--- src/rtl/addsub_chunk_seq.sv ---
// rtl/addsub_chunk_seq.sv - chunked W-bit add/subtract with registered carry chain and valid/ready handshakes
module addsub_chunk_seq #(
  parameter int W = 16,
  parameter int K = 4
) (
  input  logic         AddSub_i_Clk,
  input  logic         AddSub_i_Rst,
  input  logic         AddSub_i_Valid,
  output logic         AddSub_o_Ready,
  input  logic [W-1:0] AddSub_i_A,
  input  logic [W-1:0] AddSub_i_B,
  input  logic         AddSub_i_fSub,
  output logic         AddSub_o_Valid,
  input  logic         AddSub_i_Ready,
  output logic [W-1:0] AddSub_o_S,
  output logic         AddSub_o_C,
  output logic         AddSub_o_V,
  output logic         AddSub_o_Z
);

  // number of chunks, counter width and bit-offset width
  localparam int N  = W / K;
  localparam int CW = (N > 1) ? $clog2(N) : 1;
  localparam int IW = (W > 1) ? $clog2(W) : 1;

  typedef enum logic [1:0] {
    IDLE = 2'd0,
    CALC = 2'd1,
    DONE = 2'd2
  } state_t;

  state_t        state;
  state_t        state_nxt;

  // operands captured at acceptance; B is pre-inverted for subtract
  logic [W-1:0]  a_q;
  logic [W-1:0]  bx_q;
  // partial result being assembled chunk by chunk
  logic [W-1:0]  work_q;
  logic [CW-1:0] cnt;
  logic          carry;

  // visible result registers, only updated on completion
  logic [W-1:0]  s_q;
  logic          c_q;
  logic          v_q;
  logic          z_q;

  logic          last_chunk;
  logic [IW-1:0] base;
  logic [K:0]    chunk_sum;
  logic [W-1:0]  work_nxt;

  assign last_chunk = (cnt == CW'(N - 1));
  // bit offset of the current chunk; always below W so IW bits suffice
  assign base       = IW'(cnt) * IW'(K);

  // one K-bit slice of the ripple add, fed by the carry registered last cycle
  always_comb begin
    chunk_sum = {1'b0, a_q[base +: K]} + {1'b0, bx_q[base +: K]} + {{K{1'b0}}, carry};
    work_nxt  = work_q;
    work_nxt[base +: K] = chunk_sum[K-1:0];
  end

  // state register
  always_ff @(posedge AddSub_i_Clk) begin
    if (AddSub_i_Rst) begin
      state <= IDLE;
    end else begin
      state <= state_nxt;
    end
  end

  // next-state logic: accept only in IDLE, finish after the last chunk, release on downstream ready
  always_comb begin
    state_nxt = state;
    case (state)
      IDLE: begin
        if (AddSub_i_Valid) begin
          state_nxt = CALC;
        end
      end
      CALC: begin
        if (last_chunk) begin
          state_nxt = DONE;
        end
      end
      DONE: begin
        if (AddSub_i_Ready) begin
          state_nxt = IDLE;
        end
      end
      default: state_nxt = IDLE;
    endcase
  end

  // handshake outputs decoded from state
  always_comb begin
    AddSub_o_Ready = 1'b0;
    AddSub_o_Valid = 1'b0;
    case (state)
      IDLE:    AddSub_o_Ready = 1'b1;
      DONE:    AddSub_o_Valid = 1'b1;
      default: begin
        AddSub_o_Ready = 1'b0;
        AddSub_o_Valid = 1'b0;
      end
    endcase
  end

  // datapath: capture operands, step one chunk per CALC cycle, publish flags on the last chunk
  always_ff @(posedge AddSub_i_Clk) begin
    if (AddSub_i_Rst) begin
      a_q    <= '0;
      bx_q   <= '0;
      work_q <= '0;
      cnt    <= '0;
      carry  <= 1'b0;
      s_q    <= '0;
      c_q    <= 1'b0;
      v_q    <= 1'b0;
      z_q    <= 1'b0;
    end else begin
      case (state)
        IDLE: begin
          if (AddSub_i_Valid) begin
            a_q   <= AddSub_i_A;
            bx_q  <= AddSub_i_B ^ {W{AddSub_i_fSub}};
            // the +1 of the two's-complement negate enters as the initial carry
            carry <= AddSub_i_fSub;
            cnt   <= '0;
          end
        end
        CALC: begin
          work_q <= work_nxt;
          carry  <= chunk_sum[K];
          cnt    <= cnt + 1'b1;
          if (last_chunk) begin
            s_q <= work_nxt;
            c_q <= chunk_sum[K];
            v_q <= (a_q[W-1] == bx_q[W-1]) && (work_nxt[W-1] != a_q[W-1]);
            z_q <= (work_nxt == '0);
          end
        end
        default: begin
        end
      endcase
    end
  end

  assign AddSub_o_S = s_q;
  assign AddSub_o_C = c_q;
  assign AddSub_o_V = v_q;
  assign AddSub_o_Z = z_q;

endmodule

--- config.mk ---
export PLATFORM = sky130hd
export DESIGN_NAME = addsub_chunk_seq
export DESIGN_NICKNAME = d
export VERILOG_FILES = /design/src/rtl/addsub_chunk_seq.sv
export SDC_FILE = /design/constraint.sdc
export NUM_CORES = 1
export LEC_CHECK = 0
export CORE_MARGIN = 3
export CORE_UTILIZATION = 31
export CTS_BUF_LIST = sky130_fd_sc_hd__clkbuf_8
export CTS_CLUSTER_SIZE = 28
export DETAILED_ROUTE_END_ITERATION = 12
export PLACE_DENSITY_LB_ADDON = 0.08
export SETUP_SLACK_MARGIN = 0.15
export SKIP_LAST_GASP = 1
export SYNTH_ARGS = -nofsm -noshare
export SYNTH_HDL_FRONTEND = slang
export SYNTH_SLANG_ARGS = --single-unit
--- constraint.sdc ---
create_clock -name AddSub_i_Clk -period 3.5 [get_ports AddSub_i_Clk]
set_input_delay 0.525 -clock AddSub_i_Clk [delete_from_list [all_inputs] [get_ports AddSub_i_Clk]]
set_output_delay 0.525 -clock AddSub_i_Clk [all_outputs]
set_load 0.02 [all_outputs]
* Word level (Yosys, flattened, before mapping)
Index checks and enable logic that the tools add are counted.
Operators by class: reduce and logical (&&, ||, !) cells 8, eq/ne operators 8, multiplexer cells 11, shift-type cells 4, add/subtract/negate cells 4, bitwise gates (word level) 1
Operator list (count):
- $shiftx 16x5->4 | 2
- $bwmux 16 | 1
- $logic_not 16->1 | 1
- $shift 4x6->16 const A | 1
- $shiftx 4x6->16 | 1
- $xor 16x16->16 | 1
- $mux 2 | 4
- $ne 2x2->1 const B | 3
- $neg 4->6 | 1
- $pmux 2 s3 | 1
- $reduce_and 2->1 | 3
- $add 4x4->5 | 1
- $add 5x1->5 | 1
- $eq 2x2->1 const B | 2
- $pmux 2 s2 | 1
- $mux 1 | 3
- $reduce_and 3->1 | 1
- $add 2x1->2 const B | 1
- $eq 2x1->1 const B | 1
- $logic_not 2->1 | 1
- $pmux 1 s2 | 1
- $reduce_bool 2->1 | 1
- $eq 1x1->1 | 1
- $logic_and 1x1->1 | 1
- $ne 1x1->1 | 1
Word-level totals: register bits after elaboration 72, word-level logic and storage cells 46

* Depth between registers and ports, before layout
Gate-level depths: netlist of the first run.
depth after elaboration 7, depth in mapped cells 11, gate-level depth less buffers 10

* Worst setup path before layout of the first run
Ideal clock, no wire load.
path type register to register, from register cnt[0], to register v_q (netlist: AddSub_o_V), data arrival time 2.941 ns, period minus slack after synthesis 3.029 ns, stages on the path, launching flop included 10, path slack 0.471 ns, cells stage by stage dfxtp_1 > buf_2 > mux4_2 > fa_1 > a21o_1 > a21oi_2 > xnor2_2 > a31oi_2 > or3_1 > a311oi_2
On the way: longest elaborated chain between the ends 7, elaborated cells between the ends (all ways) 12, those cells by class add/sub: 3; eq/ne: 2; shift: 4; mux: 1; reduce/logical: 2
RTL lines:
- start: declaration | RTL line 40 | logic [CW-1:0] cnt;
- start signal: assignment | RTL line 137 | cnt <= cnt + 1'b1;
- $shiftx 16x5->4 | RTL line 60 | chunk_sum = {1'b0, a_q[base +: K]} + {1'b0, bx_q[base +: K]} + {{K{1'b0}}, carry};
- $add 4x4->5 | RTL line 60
- $add 5x1->5 | RTL line 60
- $shiftx 4x6->16 | RTL line 62 | work_nxt[base +: K] = chunk_sum[K-1:0];
- $bwmux 16 | RTL line 62
- $ne 1x1->1 | RTL line 141 | v_q <= (a_q[W-1] == bx_q[W-1]) && (work_nxt[W-1] != a_q[W-1]);
- $logic_and 1x1->1 | RTL line 141
- end signal: assignment | RTL line 141
- end: declaration | RTL line 46 | logic v_q;
Parallel ways exist; a longest one is shown, timed or not. A chain may end at the register's enable or synchronous reset.

* Worst setup path after layout of the first run
Same ends and word-level chain as after synthesis.

==> qor_table.md, run 1 <==
| Parameter | This run |
|:---|:---|
| Number of antenna violations at the first check in global routing | 0 |
| Vias | 2751 |
| Routed length on met1 | 3690 µm |
| Worst vdd rail ir drop | 0.137 mV |
| Data arrival at the endpoint of the critical path | 3240 ps |
| Post-layout instance count excluding filler cells | 557 |
| Library cell occupying the most area in the post-synthesis netlist | sky130_fd_sc_hd__dfxtp_1 |
| Final worst path period share | 0.853 |
| Remaining DRCs | 0 |
| Power consumption | 1.75 mW |
| First DRT Iteration DRCs | 96 |
| Number of stages on the worst hold path | 2 |
| Highest metal layer with signal wires | met4 |
| Fraction of layout instances using a drive strength above 1 | 0.0855 |
| Number of failing setup endpoints in the final timing report | 0 |
| Async set-or-reset flop fraction in the synthesized netlist | 0 |
| Number of max-slew violations in the final report | 0 |
| Area of placed instances | 4020 µm² |
| Sequential fraction of the synthesis area | 0.432 |
| P_leak | 1.47 nW |
| Mux cell area share after synthesis | 0.0540 |
| Number of hold buffers added after cts | 0 |
| Adder-cell share of the synthesized area | 0.0457 |
| Power density of the placed cells | 419 nW/µm² |
| Clock input transition at the sequential cells of the worst setup and hold paths | 70 ps |
| Post-detailed-route via-to-cell ratio | 4.94 |
| Global-route wire length before repair | 13400 µm |
| Final standard cell area without fillers | 4170 µm² |
| Synthesized netlist net count | 418 |
| Core occupancy in the finished layout | 0.400 |
| Number of H-tree levels | 3 |
| Maximum net fanout on the critical path | 7 |
| Antenna cell count | 0 |
| Count of standard-cell rows | 37 |
| Placer's final routability congestion estimate | 0.831 |
| Main combinational cell family by area after synthesis | compound AO/OA/AOI/OAI gates |
| Final min period | 2990 ps |
| Clock latency at the later pin of the worst-skew pair | 340 ps |
| Net count reported at finish | 468 |
| Post-detail-place hpwl | 5890 µm |
| Type of the worst setup path | register to register |
| XOR/XNOR share of the synthesized area | 0.0495 |
| Die Y | 110 µm |
| Startpoint Class | register |
| RSZ-0062 raised after global routing | false |
| Placeable core region | 10400 µm² |
| Primary FF master, synth | sky130_fd_sc_hd__dfxtp_1 |
| Pin count of the biggest net entering global routing | 40 |
| Starting Density | 0.320 |
| CTS root buffer | sky130_fd_sc_hd__clkbuf_8 |
| Complex-gate fraction of the synthesized area | 0.193 |
| TritonCTS clock tree | done |
| Placed Cells incl. Taps | 545 |
| Simple-gate share of the synthesized area | 0.180 |
| Overflow left after global routing | 0 |
| Number of global-route vias before repair | 2704 |
| Number of cells traversed by the worst register-to-register path | 9 |
| Number of max-cap violations | 0 |
| Number of gates given a new drive strength after cts | 0 |
| Post-synthesis to final-layout area growth | 25.0% |
| I/O pin count | 58 |
| TritonCTS buffer count | 9 |
| Largest buffer count on any clock path | 2 |
| Total routing resource utilization after global routing | 0.143 |
| Final-layout setup total negative slack | 0 ps |
| Number of sinks on the clock net | 72 |
| Run status | finished clean |
| Number of enable-type register cells in the synthesized netlist | 0 |
| Average routed wire per standard cell | 14.4 µm |
| Post-synthesis area per instance | 9.02 µm² |
| Most common library cells after synthesis | sky130_fd_sc_hd__dfxtp_1, sky130_fd_sc_hd__nor2_1, sky130_fd_sc_hd__nand2_1 |
| Top area cells in the synthesized netlist | sky130_fd_sc_hd__dfxtp_1, sky130_fd_sc_hd__a211oi_1, sky130_fd_sc_hd__nor2_1 |
| Yosys top cell area share | 0.432 |
| Transition time at the pin with the least slew margin | 901 ps |
| Post-Syn Area | 3340 µm² |
| Antenna Violating Nets Remaining | 0 |
| Total of warnings raised by yosys | 0 |
| Dominant cell by count in the synthesized netlist | sky130_fd_sc_hd__dfxtp_1 |
| Peak clock frequency supported by timing | 335 MHz |
| Worst endpoint required time | 3760 ps |
| Post-CTS setup repair buffer count | 0 |
| Width of the die | 110 µm |
| Critical path capture point type | register |
| Area enclosed by the die boundary | 12000 µm² |
| Final Routed Wirelength | 8030 µm |
| First-pass iteration count of the detailed router | 4 |
| Detail Route met2 WL | 3940 µm |
| Number of distinct library cell variants in the gate-level netlist after synthesis | 43 |
| Slew HR | 0.397 |
| Type of the tightest min-delay check | register to register |
| Met3 wire length | 284 µm |
| Number of cells produced by synthesis | 370 |
| Synth Register Bits | 72 |
| Hold violation total from the final report | 0 |
| Filler cells | 1094 |
| Input/output buffers | 57 |
| Final setup skew | 7.01 ps |
[cell type report]
class	count	area [µm²]	area share
multi-input cells	263	1740	0.418
flip-flops and latches	72	1440	0.346
repair buffers	64	631	0.151
well taps	136	170	0.0408
clock buffers	10	138	0.0330
inverters	10	37.5	0.00900
clock inverters	2	10.0	0.00240
[placed cells by master (no fill, tap or decap), types with 3 or more instances in the layout]
cell,Yosys,final
sky130_fd_sc_hd__a22oi_1,11,11
sky130_fd_sc_hd__a31oi_1,3,3
sky130_fd_sc_hd__o21ai_0,3,3
sky130_fd_sc_hd__nor2b_1,6,6
sky130_fd_sc_hd__nand2_1,41,41
sky130_fd_sc_hd__nor3_1,8,8
sky130_fd_sc_hd__clkbuf_8,0,10
sky130_fd_sc_hd__buf_4,2,6
sky130_fd_sc_hd__inv_1,10,10
sky130_fd_sc_hd__clkdlybuf4s50_1,0,56
sky130_fd_sc_hd__ha_1,9,9
sky130_fd_sc_hd__a221oi_1,6,6
sky130_fd_sc_hd__mux4_2,8,8
sky130_fd_sc_hd__nor2_1,61,61
sky130_fd_sc_hd__a21oi_1,23,23
sky130_fd_sc_hd__dfxtp_1,72,72
sky130_fd_sc_hd__and2_1,3,3
sky130_fd_sc_hd__a211oi_1,33,33
sky130_fd_sc_hd__nand3_1,4,4
sky130_fd_sc_hd__xnor2_1,17,17
[critical path, stage by stage (launching register included)]
cell and delay, ps:
sky130_fd_sc_hd__dfxtp_1 510, sky130_fd_sc_hd__buf_4 230, sky130_fd_sc_hd__mux4_2 530, sky130_fd_sc_hd__ha_1 280
sky130_fd_sc_hd__a21o_1 170, sky130_fd_sc_hd__a21oi_2 170, sky130_fd_sc_hd__xnor2_2 220, sky130_fd_sc_hd__a31oi_2 210
sky130_fd_sc_hd__or3_1 350, sky130_fd_sc_hd__a311oi_2 230
[registers in the layout, summed over array words and instances (netlist names)]
name and flops:
AddSub_o_V 1, AddSub_o_Z 1, carry 1, bx_q 16, work_q 16, cnt 2
AddSub_o_C 1, state 2, a_q 16, AddSub_o_S 16
[worst paths after layout]
| check | slack (ps) | to | start |
|---|---|---|---|
| hold reg to reg | 450 | a_q[8] | a_q[8] |
| setup / recovery | 510 | AddSub_o_V | cnt[0] |
| hold / removal | 450 | a_q[8] | a_q[8] |
| setup reg to reg | 510 | AddSub_o_V | cnt[0] |
[cells by family (layout without fill, tap and decap cells)]
logic type | Yosys count | count (layout)
flip-flops | 72 | 72
AND/OR/NAND/NOR | 135 | 135
buffers and inverters | 35 | 86
XOR/XNOR | 18 | 18
AO/OA/AOI/OAI | 91 | 91
multiplexers | 8 | 8
adder cells (fa/ha/maj) | 11 | 11
[through the flow]
step | hold slack (ps) | setup slack, ps
2_1_floorplan | 433 | 471
3_3_place_gp | 451 | 576
5_1_grt | 481 | 308
4_1_cts | 459 | 476
6_report | 454 | 514
3_5_place_dp | 449 | 484
[per-layer routing]
layer	vias to the layer above	GRT usage
met5	-	0
met3	9	0.0335
li1	1416	-
met4	0	0.0472
met1	1272	0.176
met2	54	0.244
[power by group]
part           leakage, nW  switching, mW  internal (mW)  total, mW
combinational        0.797          0.172          0.142      0.314
sequential           0.588         0.0290          0.860      0.889
clock               0.0797          0.285          0.258      0.543
No activity file was read; power rests on OpenSTA's default activity.
==> run 2: changes to the inputs <==
--- a/config.mk
+++ b/config.mk
@@ -12,7 +12,6 @@
 export DETAILED_ROUTE_END_ITERATION = 12
 export PLACE_DENSITY_LB_ADDON = 0.08
 export SETUP_SLACK_MARGIN = 0.15
-export SKIP_LAST_GASP = 1
 export SYNTH_ARGS = -nofsm -noshare
 export SYNTH_HDL_FRONTEND = slang
 export SYNTH_SLANG_ARGS = --single-unit
==> results of run 2 <==
No change in the layout: final DEF, timing and power equal those of run 1.
